`src/rtl/mmio_uart_tx.sv`:
```
// Memory-mapped UART transmitter: stores to ADDR_TX queue bytes that are sent as 8N1 frames.
// Define MMIO_UART_PARITY_EN to insert an even-parity bit (8E1, 11-bit frame).
module mmio_uart_tx #(
   parameter logic [31:0] ADDR_TX      = 32'h0001_0044,
   parameter int unsigned CLKS_PER_BIT = 16,
   parameter int unsigned FIFO_DEPTH   = 8
) (
   input  logic        clk,
   input  logic        rst_n,
   input  logic [31:0] bus_addr,
   input  logic [31:0] bus_wdata,
   input  logic        bus_we,
   input  logic        bus_re,
   output logic [31:0] bus_rdata,
   output logic        tx,
   output logic        busy
);

   localparam int AW = $clog2(FIFO_DEPTH);
   localparam int CW = AW + 1;
   localparam int BW = $clog2(CLKS_PER_BIT + 1);
   localparam logic [BW-1:0] BAUD_LAST = BW'(CLKS_PER_BIT - 1);
   localparam logic [CW-1:0] DEPTH_C   = CW'(FIFO_DEPTH);
   localparam logic [31:0]   ADDR_STAT = ADDR_TX + 32'd4;

   typedef enum logic [2:0] {
      S_IDLE  = 3'd0,
      S_START = 3'd1,
      S_DATA  = 3'd2,
      S_STOP  = 3'd3
`ifdef MMIO_UART_PARITY_EN
      , S_PARITY = 3'd4
`endif
   } state_t;

   state_t          state_q, state_d;
   logic [BW-1:0]   baud_q, baud_d;
   logic [2:0]      bit_q, bit_d;
   logic [7:0]      data_q, data_d;
   logic            tx_q, tx_d;
   logic [AW-1:0]   wr_ptr_q, wr_ptr_d;
   logic [AW-1:0]   rd_ptr_q, rd_ptr_d;
   logic [CW-1:0]   count_q, count_d;
   logic            overflow_q, overflow_d;
   logic [31:0]     rdata_q, rdata_d;
   logic [7:0]      mem_q [FIFO_DEPTH];

   logic            wr_sel;
   logic            stat_rd;
   logic            empty;
   logic            full;
   logic            push;
   logic            pop;
   logic            baud_end;
   logic [7:0]      head;
   logic [31:0]     status;
   logic            unused_wdata;

   assign unused_wdata = ^bus_wdata[31:8];

   assign wr_sel   = bus_we && (bus_addr == ADDR_TX);
   assign stat_rd  = bus_re && (bus_addr == ADDR_STAT);
   assign empty    = (count_q == '0);
   assign full     = (count_q == DEPTH_C);
   // A full FIFO never accepts, even when the transmitter pops at the same edge.
   assign push     = wr_sel && !full;
   assign baud_end = (baud_q == BAUD_LAST);
   assign head     = mem_q[rd_ptr_q];

   assign busy      = (state_q != S_IDLE) || !empty;
   assign tx        = tx_q;
   assign bus_rdata = rdata_q;

   assign status = {16'h0000, 8'(count_q), 4'h0, overflow_q, busy, empty, full};

   always_comb begin
      state_d = state_q;
      baud_d  = baud_q;
      bit_d   = bit_q;
      data_d  = data_q;
      tx_d    = tx_q;
      pop     = 1'b0;
      case (state_q)
         S_IDLE: begin
            tx_d = 1'b1;
            if (!empty) begin
               pop     = 1'b1;
               data_d  = head;
               tx_d    = 1'b0;
               baud_d  = '0;
               state_d = S_START;
            end
         end
         S_START: begin
            if (baud_end) begin
               baud_d  = '0;
               bit_d   = 3'd0;
               tx_d    = data_q[0];
               state_d = S_DATA;
            end else begin
               baud_d = baud_q + BW'(1);
            end
         end
         S_DATA: begin
            if (baud_end) begin
               baud_d = '0;
               if (bit_q == 3'd7) begin
`ifdef MMIO_UART_PARITY_EN
                  tx_d    = ^data_q;
                  state_d = S_PARITY;
`else
                  tx_d    = 1'b1;
                  state_d = S_STOP;
`endif
               end else begin
                  bit_d = bit_q + 3'd1;
                  tx_d  = data_q[bit_q + 3'd1];
               end
            end else begin
               baud_d = baud_q + BW'(1);
            end
         end
`ifdef MMIO_UART_PARITY_EN
         S_PARITY: begin
            if (baud_end) begin
               baud_d  = '0;
               tx_d    = 1'b1;
               state_d = S_STOP;
            end else begin
               baud_d = baud_q + BW'(1);
            end
         end
`endif
         S_STOP: begin
            if (baud_end) begin
               baud_d = '0;
               // Chain straight into the next start bit so queued bytes leave with no idle gap.
               if (!empty) begin
                  pop     = 1'b1;
                  data_d  = head;
                  tx_d    = 1'b0;
                  state_d = S_START;
               end else begin
                  tx_d    = 1'b1;
                  state_d = S_IDLE;
               end
            end else begin
               baud_d = baud_q + BW'(1);
            end
         end
         default: begin
            tx_d    = 1'b1;
            baud_d  = '0;
            state_d = S_IDLE;
         end
      endcase
   end

   always_comb begin
      wr_ptr_d = wr_ptr_q;
      rd_ptr_d = rd_ptr_q;
      count_d  = count_q;
      if (push) wr_ptr_d = wr_ptr_q + AW'(1);
      if (pop)  rd_ptr_d = rd_ptr_q + AW'(1);
      case ({push, pop})
         2'b10:   count_d = count_q + CW'(1);
         2'b01:   count_d = count_q - CW'(1);
         default: count_d = count_q;
      endcase
   end

   // A drop in the same cycle as a status read must survive the read-clear.
   always_comb begin
      overflow_d = overflow_q;
      if (wr_sel && full) overflow_d = 1'b1;
      else if (stat_rd)   overflow_d = 1'b0;
      rdata_d = 32'h0;
      if (stat_rd) rdata_d = status;
   end

   always_ff @(posedge clk or negedge rst_n) begin
      if (!rst_n) begin
         state_q    <= S_IDLE;
         baud_q     <= '0;
         bit_q      <= 3'd0;
         data_q     <= 8'h00;
         tx_q       <= 1'b1;
         wr_ptr_q   <= '0;
         rd_ptr_q   <= '0;
         count_q    <= '0;
         overflow_q <= 1'b0;
         rdata_q    <= 32'h0;
      end else begin
         state_q    <= state_d;
         baud_q     <= baud_d;
         bit_q      <= bit_d;
         data_q     <= data_d;
         tx_q       <= tx_d;
         wr_ptr_q   <= wr_ptr_d;
         rd_ptr_q   <= rd_ptr_d;
         count_q    <= count_d;
         overflow_q <= overflow_d;
         rdata_q    <= rdata_d;
      end
   end

   always_ff @(posedge clk) begin
      if (push) mem_q[wr_ptr_q] <= bus_wdata[7:0];
   end

endmodule

```
`config.mk`:
```
export PLATFORM = sky130hd
export DESIGN_NAME = mmio_uart_tx
export DESIGN_NICKNAME = d
export VERILOG_FILES = /design/src/rtl/mmio_uart_tx.sv
export SDC_FILE = /design/constraint.sdc
export NUM_CORES = 1
export LEC_CHECK = 0
export ABC_CLOCK_PERIOD_IN_PS = 3550
export BUFFER_PORTS_ARGS = -buffer_cell sky130_fd_sc_hd__buf_2
export CAP_MARGIN = 20
export CORE_MARGIN = 5
export CORE_UTILIZATION = 54
export CTS_BUF_LIST = sky130_fd_sc_hd__clkbuf_16
export DETAILED_ROUTE_END_ITERATION = 7
export GPL_TIMING_DRIVEN = 0
export HOLD_SLACK_MARGIN = 0.02
export PLACE_DENSITY = 0.87
export SYNTH_ARGS = -nofsm -noshare
export SYNTH_HDL_FRONTEND = slang
export SYNTH_SLANG_ARGS = --single-unit
```
`constraint.sdc`:
```
create_clock -name clk -period 3.55 [get_ports clk]
set_clock_uncertainty 0.2 [all_clocks]
set_input_delay 0.355 -clock clk [delete_from_list [all_inputs] [get_ports clk]]
set_output_delay 0.355 -clock clk [all_outputs]
set_load 0.005 [all_outputs]
```
==> results of run 1 <==
[flip-flops by register name (all words and copies together) (netlist names), 3 cells and up]
signal,cells
bus_rdata,8
count_q,4
data_q,8
mem_q,64
baud_q,5
rd_ptr_q,3
bit_q,3
wr_ptr_q,3
[cell usage in the layout (no fill, tap or decap), types with 3 or more instances in the layout]
cell type	synthesis	final
edfxtp_1	64	64
buf_2	5	58
dfrtp_1	37	37
buf_4	26	32
conb_1	1	24
mux4_2	18	18
nor2_1	16	16
a21oi_1	13	13
ha_1	13	13
mux2i_1	9	9
clkbuf_16	0	9
nor3_1	8	8
nand2_1	6	6
xor2_1	6	6
nor4_2	3	5
nor4_1	7	5
inv_1	5	5
and2_1	5	5
a22o_1	5	5
o21ai_0	5	5
mux2_2	5	5
nand2b_1	4	4
nor4b_2	3	3
nand3b_1	3	3
nand4b_1	3	3
xnor2_1	3	3
inv_8	0	3
[kinds of logic (layout without fill, tap and decap cells)]
family	after synthesis	in the layout	share of synthesized area, %
simple gates	73	73	11.5
fa+ha+maj	13	13	3.46
xor+xnor	9	9	1.68
buf+inv	40	116	5.59
mux	33	33	12.0
compound gates	33	33	4.53
flops	102	102	61.2
other cells	1	24	0.0798
[final cells by class]
cell class / instances / area share, %
sequential: 102 / 51.7
multi-input combinational: 185 / 29.9
timing repair buffer: 60 / 5.76
buffer: 35 / 4.39
clock buffer: 9 / 4.05
tap: 108 / 2.43
clock inverter: 7 / 1.51
inverter: 5 / 0.337
[worst paths after layout]
| path | start | end | slack [ps] | depth (start not counted) |
|---|---|---|---|---|
| worst max register to register | baud_q[0]$_DFFE_PN0P_ | count_q[2]$_DFFE_PN0P_ | 560 | 11 |
| worst max-delay path | baud_q[0]$_DFFE_PN0P_ | count_q[2]$_DFFE_PN0P_ | 560 | 11 |
| min in group asynchronous | rst_n | bus_rdata[1]$_DFF_PN0_ | 480 | 2 |
| worst min-delay path | bus_wdata[5] | mem_q[2][5]$_DFFE_PP_ | 70 | 1 |
| worst min register to register | tx$_DFFE_PN1P_ | tx$_DFFE_PN1P_ | 300 | 2 |
| max in group asynchronous | rst_n | baud_q[4]$_DFFE_PN0P_ | 2120 | 2 |
[layer usage]
metal,GRT usage (%),vias to the layer above
met1,20.6,1366
met2,32.8,67
met4,6.67,0
met3,3.55,13
li1,-,1313
met5,0,-
[power by group through the flow]
stage / Sequential [mW] / Clock (mW) / Combinational (mW)
finish: 1.26 / 0.982 / 0.0768
global route: 1.26 / 1.06 / 0.0854
CTS: 1.26 / 0.997 / 0.0758
detailed placement: 1.29 / 0 / 0.0748
global placement: 1.29 / 0 / 0.0710
floorplan: 1.29 / 0 / 0.0304
[critical path, stage by stage (launching register included)]
cell	delay (ps)
dfrtp_1	400
ha_1	250
and4b_2	310
a21oi_1	100
nor3_1	460
ha_1	370
xor2_1	100
ha_1	180
a21oi_1	150
xor2_1	160
nor2_1	60
xor2_1	140
[what timing repair did]
item	in CTS	in global routing
setup endpoints to repair	0	0
hold buffers	1	0
endpoints found under the hold margin	37	0
==> flow_metrics.tcl, run 1 <==
set metrics [dict create \
    status "finished, final reports clean" \
    synthCells 304 \
    hpwl_um 6470 \
    antenna_found_initial 0 \
    fillers 597 \
    cts_tree "yes" \
    power.internal_mw 1.81 \
    power_density_nw_per_um2 417 \
    grt_pass1_wl_um 14000 \
    max_freq_ghz 0.335 \
    maxCapViolCount 0 \
    vias 2759 \
    finalCritPeriodShare_pct 84.1 \
    cts_max_level 3 \
    coreArea_um2 8590 \
    dp_cells 494 \
    required_ps 3580 \
    wl_met3_um 429 \
    fin_util_pct 64.7 \
    gp_congestion 0.749 \
    synth_top_cell_area_share_pct 40.9 \
    pwr-share-seq_pct 54.4 \
    die_w_um 103 \
    hold_violations 0 \
    seqCellArea_um2 2870 \
    cts_made_buffers 9 \
    dpl_worst_slack_ps 483 \
    placed_cell_area_um2 5240 \
    clk_pin_slew_ps 80 \
    drt_first_pass_iters 5 \
    fin_cells 511 \
    drcViolationCount 0 \
    grt_overflow 0 \
    rsz0062_at_grt "no" \
    cp.arrival_ps 3020 \
    drt-initial-drc-count 100 \
    drive_gt1_share_pct 37.0 \
    synth_async_sr_flop_share_pct 37.3 \
    multi_input_area_um2 1660 \
    finalSetupViolCount 0 \
    highest_layer "met4" \
    root_buffer "clkbuf_16" \
    switching_share_pct 22.2 \
    layout_setup_ws_ps 564 \
    end_kind "flip-flop" \
    synth_area_leaders "edfxtp_1 41%, dfrtp_1 20%, mux4_2 8.6%" \
    tightest_slew_ps 1120 \
    hp-class "input port to flip-flop" \
    ys_seq_area_share_pct 61.2 \
    path_class "flip-flop to flip-flop" \
    drv_slew 0 \
    cp_max_fo 6 \
    yosys.area.top_type "edfxtp_1" \
    design_area_um2 5560 \
    pin_count 102 \
    synth_most_common_cell "edfxtp_1" \
    die_area_um2 10700 \
    ys.flop_type "edfxtp_1" \
    avgSynthCellArea_um2 15.5 \
    cts_setup_buffers 0 \
    hold_ws_ps 70.8 \
    yosys-top-cells-count "64 x edfxtp_1, 37 x dfrtp_1, 26 x buf_4" \
    tns_ps 0 \
    area_growth_pct 18.4 \
    diodes 0 \
    cts_sinks 102 \
    port_buffers 53 \
    ys_ff_latch 102 \
    relSlewSlack_pct 25.1 \
    antenna_left 0 \
    finalNetCount 479 \
    viasPerCell 5.40 \
    synth.distinct_cells 49 \
    period_needed_ps 2990 \
    fp-row-count 34 \
    die_y_um 103 \
    startpoint_type "flip-flop" \
    ir_drop_mv 0.337 \
    wl_met2_um 4830 \
    synth_edf_count 64 \
    power_frac_comb_pct 3.3 \
    drt-met1-wl_um 3450 \
    grt_max_degree 39 \
    p_leak_nw 2.31 \
    clk_latency_ps 350 \
    synth_area_um2 4700 \
    switching_power_mw 0.515 \
    clkPwrFrac_pct 42.3 \
    design_power_total_mw 2.32 \
    wl_per_cell_um 17.4 \
    cts_buffer_depth 2 \
    track_usage_pct 17.8 \
    cts-resized-gates 0 \
    grt_pass1_vias 2770 \
    drt-total-wl_um 8890 \
    initial_core_util_pct 54.7 \
    synth_warnings 0 \
]
(Power assumes the default switching activity.)
==> run 2: changes to the inputs <==
==> config.mk (replaced) <==
export PLATFORM = sky130hd
export DESIGN_NAME = mmio_uart_tx
export DESIGN_NICKNAME = d
export VERILOG_FILES = /design/src/rtl/mmio_uart_tx.sv
export SDC_FILE = /design/constraint.sdc
export NUM_CORES = 1
export LEC_CHECK = 0
export ABC_AREA = 1
export ABC_CLOCK_PERIOD_IN_PS = 2900
export BUFFER_PORTS_ARGS = -buffer_cell sky130_fd_sc_hd__buf_2
export CAP_MARGIN = 20
export CORE_MARGIN = 5
export CORE_UTILIZATION = 55
export CTS_BUF_LIST = sky130_fd_sc_hd__clkbuf_16
export DETAILED_ROUTE_END_ITERATION = 7
export GPL_TIMING_DRIVEN = 0
export HOLD_SLACK_MARGIN = 0.02
export PLACE_DENSITY = 0.88
export SYNTH_ARGS = -nofsm -noshare
export SYNTH_HDL_FRONTEND = slang
export SYNTH_SLANG_ARGS = --single-unit
==> constraint.sdc (replaced) <==
create_clock -name clk -period 2.9 [get_ports clk]
set_clock_uncertainty 0.2 [all_clocks]
set_input_delay 0.29 -clock clk [delete_from_list [all_inputs] [get_ports clk]]
set_output_delay 0.29 -clock clk [all_outputs]
set_load 0.005 [all_outputs]
==> run 2 against run 1 <==
- global-route usage increased by 3.0 points
- die area about the same
- area after synthesis increased by 1.9%
- first-iteration DRC count increased to 3.6 times the previous value
- maximum frequency increased by 12%
- wire length increased by 20%
- clock-buffer cell count unchanged
- final area increased by 1.6%
- via count increased by 31%
- core utilization increased by 1.1 points
- sequential cell count unchanged
- clock power increased by 27%
==> flow_metrics.tcl, run 2 <==
set metrics [dict create \
    status "finished, final reports clean" \
    grt_overflow 0 \
    cp_slowest_stage_delay_ps 400 \
    drv_slew 0 \
    tightest_slew_ps 905 \
    startpoint_type "flip-flop" \
    slowest_stage "dfrtp_1" \
    drt-total-wl_um 10600 \
    coreArea_um2 8590 \
    pin_count 102 \
    root_buffer "clkbuf_16" \
    cts_sinks 102 \
    cts-resized-gates 0 \
    tns_ps 0 \
    clk_latency_ps 350 \
    largest_register_ffs 64 \
    diodes 0 \
    synth_async_sr_flop_share_pct 37.3 \
    viasPerCell 5.38 \
    finalNetCount 640 \
    gp_congestion 0.887 \
    yosys-top-cells-count "89 x nor2_1, 74 x nand2_1, 64 x edfxtp_1" \
    ys_ff_latch 102 \
    maxCapViolCount 0 \
    grt_max_degree 39 \
    switching_power_mw 0.669 \
    final_common_cell "nor2_1" \
    cp.arrival_ps 2730 \
    wl_per_cell_um 15.8 \
    period_needed_ps 2660 \
    cp_cell_sequence "ha_1 > nand4_4 > clkinv_2 > nand2_2 > a21oi_4 > ha_1 > xor2_1 > ha_1 > a21oi_1 > xor2_1 > o21ai_0" \
    drcViolationCount 0 \
    cts_tree "yes" \
    power_frac_comb_pct 3.4 \
    clk_pin_slew_ps 80 \
    switching_share_pct 23.1 \
    finalCritPeriodShare_pct 91.8 \
    layout_setup_ws_ps 238 \
    port_buffers 53 \
    synth_warnings 0 \
    ys_seq_area_share_pct 60.0 \
    avgSynthCellArea_um2 10.3 \
    drive_gt1_share_pct 20.9 \
    dp_cells 650 \
    regMostFlops "mem_q" \
    cts_max_level 3 \
    synth.distinct_cells 35 \
    finalSetupViolCount 0 \
    relSlewSlack_pct 39.4 \
    ys.flop_type "edfxtp_1" \
    crit_top_cell "ha_1" \
    hold_violations 0 \
    fin_util_pct 65.8 \
    max_freq_ghz 0.376 \
    yosys.area.top_type "edfxtp_1" \
    synth_area_leaders "edfxtp_1 40%, dfrtp_1 19%, nor2_1 7.0%" \
    required_ps 2970 \
    synth_edf_count 64 \
    cp_max_fo 7 \
    path_class "flip-flop to flip-flop" \
    antenna_left 0 \
    end_kind "flip-flop" \
    synth_area_um2 4790 \
    synthCells 466 \
    die_y_um 103 \
    die_w_um 103 \
    vias 3616 \
    drt-initial-drc-count 357 \
    antenna_found_initial 0 \
    fp-row-count 34 \
    ir_drop_mv 0.405 \
    pwr-share-seq_pct 53.4 \
    area_growth_pct 18.1 \
    power.internal_mw 2.22 \
    synth_most_common_cell "nor2_1" \
    p_leak_nw 2.44 \
    track_usage_pct 20.9 \
    synth_top_cell_area_share_pct 40.1 \
    cts_made_buffers 9 \
    cts_setup_buffers 0 \
    initial_core_util_pct 55.7 \
    cts_hold_buf 6 \
    fillers 634 \
    cts_buffer_depth 2 \
    fin_cells 672 \
    layout_common_cells "89 x nor2_1, 74 x nand2_1, 64 x edfxtp_1" \
    grt_pass1_vias 3542 \
    clkPwrFrac_pct 43.2 \
    rsz0062_at_grt "no" \
    hp-class "input port to flip-flop" \
    dpl_worst_slack_ps 278 \
    drt_first_pass_iters 5 \
    die_area_um2 10700 \
    power_density_nw_per_um2 511 \
    grt_pass1_wl_um 16700 \
    hpwl_um 6920 \
]
==> run 2: routing by layer <==
metal  vias up  track usage [%]  part of all wire, %
li1       1717                -                    -
met1      1696             24.2                   37
met2       173             37.6                   53
met3        30             3.49                  7.6
met4         0             9.86                  2.9
met5         -                0                    0
==> run 2: worst paths after layout <==
| kind | start | end | slack, ps | cells after the start |
|---|---|---|---|---|
| hold / removal | bus_wdata[1] | mem_q[6][1]$_DFFE_PP_ | 20 | 1 |
| max in group asynchronous | rst_n | rd_ptr_q[0]$_DFFE_PN0P_ | 1570 | 2 |
| hold reg to reg | data_q[4]$_DFFE_PN0P_ | data_q[4]$_DFFE_PN0P_ | 300 | 2 |
| setup / recovery | baud_q[0]$_DFFE_PN0P_ | count_q[2]$_DFFE_PN0P_ | 240 | 11 |
| min in group asynchronous | rst_n | baud_q[0]$_DFFE_PN0P_ | 390 | 2 |
| setup reg to reg | baud_q[0]$_DFFE_PN0P_ | count_q[2]$_DFFE_PN0P_ | 240 | 11 |
==> run 2: power groups by stage <==
stage | Combinational [mW] | Clock, mW | Sequential (mW)
floorplan | 0.0395 | 0 | 1.58
global placement | 0.0872 | 0 | 1.58
detailed placement | 0.0902 | 0 | 1.58
CTS | 0.0967 | 1.25 | 1.54
global route | 0.112 | 1.32 | 1.54
finish | 0.0990 | 1.25 | 1.54
==> run 2: area by class of cell <==
cell class	count	area, µm²	share of cell area, %
sequential	102	2870	50.8
multi-input combinational	323	1660	29.3
timing repair buffer	59	325	5.75
buffer	35	231	4.09
clock buffer	9	225	3.98
tap	108	135	2.39
inverter	29	110	1.95
clock inverter	7	93.8	1.66
==> run 2: cells by family (layout without fill, tap and decap cells) <==
logic type | after synthesis | in the layout | share of synthesized area, %
xor gates and xnor gates | 7 | 7 | 1.28
AOI/OAI and AO/OA | 69 | 69 | 8.62
adders and majority gates | 13 | 13 | 3.40
buffers and inverters | 64 | 139 | 7.13
DFF | 102 | 102 | 60.0
and+or+nand+nor | 210 | 210 | 19.5
other | 1 | 24 | 0.0783
==> run 2: per-stage QoR <==
| stage | area (µm²) | power, mW | hold WS (ps) |
|---|---|---|---|
| after CTS | 5650 | 2.89 | 20.2 |
| after floorplan | 4870 | 1.62 | -206 |
| after global placement | 5280 | 1.66 | 225 |
| final | 5650 | 2.89 | 21.0 |
| after detailed placement | 5280 | 1.67 | 242 |
| after global routing | 5650 | 2.97 | 28.3 |
==> run 2: worst max-delay path, delay by kind of cell, from the launching register on <==
kind                       cells  cell delay, ps
buffers and inverters          1             110
and+or+nand+nor                2             240
DFF                            1             400
xor gates and xnor gates       2             450
AOI/OAI and AO/OA              3             440
adders and majority gates      3             740
==> run 3: changes to the inputs <==
==> constraint.sdc (replaced) <==
create_clock -name clk -period 2.9 [get_ports clk]
set_clock_uncertainty 0.2 [all_clocks]
set_input_delay 0.145 -clock clk [delete_from_list [all_inputs] [get_ports clk]]
set_output_delay 0.145 -clock clk [all_outputs]
set_load 0.005 [all_outputs]
==> run 3 against run 2 <==
- global-route usage grew 0.23 points
- sequential share of layout area shrank 0.45 points
- maximum frequency is essentially flat
- highest routed layer unchanged
==> flow_metrics.tcl, run 3 (synthesis gave the netlist of run 2 again) <==
set metrics [dict create \
    cp_cell_sequence "ha_1 > nand4_4 > clkinv_2 > nand2_2 > a21oi_4 > ha_1 > xor2_1 > ha_1 > a21oi_1 > xor2_1 > o21ai_0" \
    crit_buf_inv 1 \
    finalCritPeriodShare_pct 91.8 \
    layout_common_cells "89 x nor2_1, 74 x nand2_1, 64 x edfxtp_1" \
    area_growth_pct 19.1 \
    fp-row-count 34 \
    finalSetupViolCount 0 \
    cts-resized-gates 0 \
    finalNetCount 645 \
    die_y_um 103 \
    final_common_cell "nor2_1" \
    die_area_um2 10700 \
    cp_top_family "adder cells" \
    cp_max_fo 7 \
    drive_gt1_share_pct 20.7 \
    largest_register_ffs 64 \
    gp_congestion 0.887 \
    clk_latency_ps 350 \
    cts_made_buffers 9 \
    track_usage_pct 21.1 \
    fin_util_pct 66.4 \
    dp_cells 650 \
    die_w_um 103 \
    hold_violations 0 \
    switching_power_mw 0.662 \
    grt_pass1_vias 3589 \
    diodes 0 \
    crit_top_cell "ha_1" \
    initial_core_util_pct 55.7 \
    status "finished, final reports clean" \
    maxCapViolCount 0 \
    cp_slowest_stage_delay_ps 400 \
    hp-class "input port to flip-flop" \
    relSlewSlack_pct 39.0 \
    grt_pass1_wl_um 16900 \
    pin_count 102 \
    fin_cells 677 \
    slowest_stage "dfrtp_1" \
    cts_setup_buffers 0 \
    drcViolationCount 0 \
    port_buffers 53 \
    coreArea_um2 8590 \
    wl_per_cell_um 15.7 \
    clk_pin_slew_ps 80 \
    regMostFlops "mem_q" \
    max_freq_ghz 0.376 \
    power_frac_comb_pct 3.6 \
    cts_max_level 3 \
    drt-initial-drc-count 367 \
    grt_max_degree 39 \
    p_leak_nw 2.46 \
    tns_ps 0 \
    required_ps 2970 \
    antenna_left 0 \
    pwr-share-seq_pct 53.5 \
    root_buffer "clkbuf_16" \
    cp.arrival_ps 2730 \
    drv_slew 0 \
    cts_buffer_depth 2 \
    power_density_nw_per_um2 507 \
    cts_sinks 102 \
    switching_share_pct 22.9 \
    period_needed_ps 2660 \
    drt_first_pass_iters 5 \
    hold_ws_ps 29.0 \
    viasPerCell 5.34 \
    tightest_slew_ps 912 \
    antenna_found_initial 0 \
    ir_drop_mv 0.399 \
    hpwl_um 6920 \
    startpoint_type "flip-flop" \
    clkPwrFrac_pct 42.9 \
    drt-total-wl_um 10700 \
    vias 3612 \
    power.internal_mw 2.23 \
    rsz0062_at_grt "no" \
    design_power_total_mw 2.89 \
    end_kind "flip-flop" \
    grt_overflow 0 \
    cts_tree "yes" \
    path_class "flip-flop to flip-flop" \
]
## run 3: changes by cell type in the layout (fill, tap and decap cells not counted), sizes merged
cell         previous run  this run
dlygate4sd3             6        11
## run 3: final timing paths
check / end / slack [ps] / cells after the start / startpoint
hold / removal: overflow_q$_DFFE_PN0P_ / 30 / 6 / bus_addr[4]
max in group asynchronous: rd_ptr_q[0]$_DFFE_PN0P_ / 1720 / 2 / rst_n
min in group asynchronous: baud_q[0]$_DFFE_PN0P_ / 240 / 2 / rst_n
hold reg to reg: data_q[4]$_DFFE_PN0P_ / 300 / 2 / data_q[4]$_DFFE_PN0P_
setup / recovery: count_q[2]$_DFFE_PN0P_ / 240 / 11 / baud_q[0]$_DFFE_PN0P_
setup reg to reg: count_q[2]$_DFFE_PN0P_ / 240 / 11 / baud_q[0]$_DFFE_PN0P_
## run 3: metal layers
layer / vias up / part of all wire, % / global-route usage, %
li1: 1730 / - / -
met1: 1700 / 37 / 24.5
met4: 0 / 2.5 / 10.4
met2: 155 / 53 / 37.8
met3: 27 / 7.1 / 3.55
met5: - / 0 / 0
## run 3: area by class of cell
type	instances	area (µm²)
timing repair buffer	64	375
fill	625	2890
sequential	102	2870
multi-input combinational	323	1660
clock buffer	9	225
tap	108	135
buffer	35	231
clock inverter	7	93.8
inverter	29	110
## run 3: power groups by stage
stage / Clock (mW) / Combinational [mW] / Sequential [mW]
2_1_floorplan: 0 / 0.0395 / 1.58
3_3_place_gp: 0 / 0.0872 / 1.58
3_5_place_dp: 0 / 0.0902 / 1.58
4_1_cts: 1.25 / 0.102 / 1.54
5_1_grt: 1.32 / 0.118 / 1.54
6_report: 1.24 / 0.104 / 1.54
## run 3: through the flow
stage / setup slack (ps) / area, µm²
CTS: 243 / 5700
global placement: 425 / 5280
finish: 239 / 5700
detailed placement: 288 / 5280
global route: 24.2 / 5700
floorplan: 584 / 4870
## run 3: repair_timing
| action | in CTS | in global routing |
|---|---|---|
| endpoints found under the setup margin | 0 | 0 |
| endpoints found under the hold margin | 104 | 0 |
| hold buffers | 11 | 0 |
## run 3: tightest hold or removal path: cells and delay by family
| kind | cells | cell delay [ps] |
|---|---|---|
| AOI/OAI and AO/OA | 1 | 60 |
| buffers and inverters | 1 | 70 |
| and+or+nand+nor | 4 | 270 |
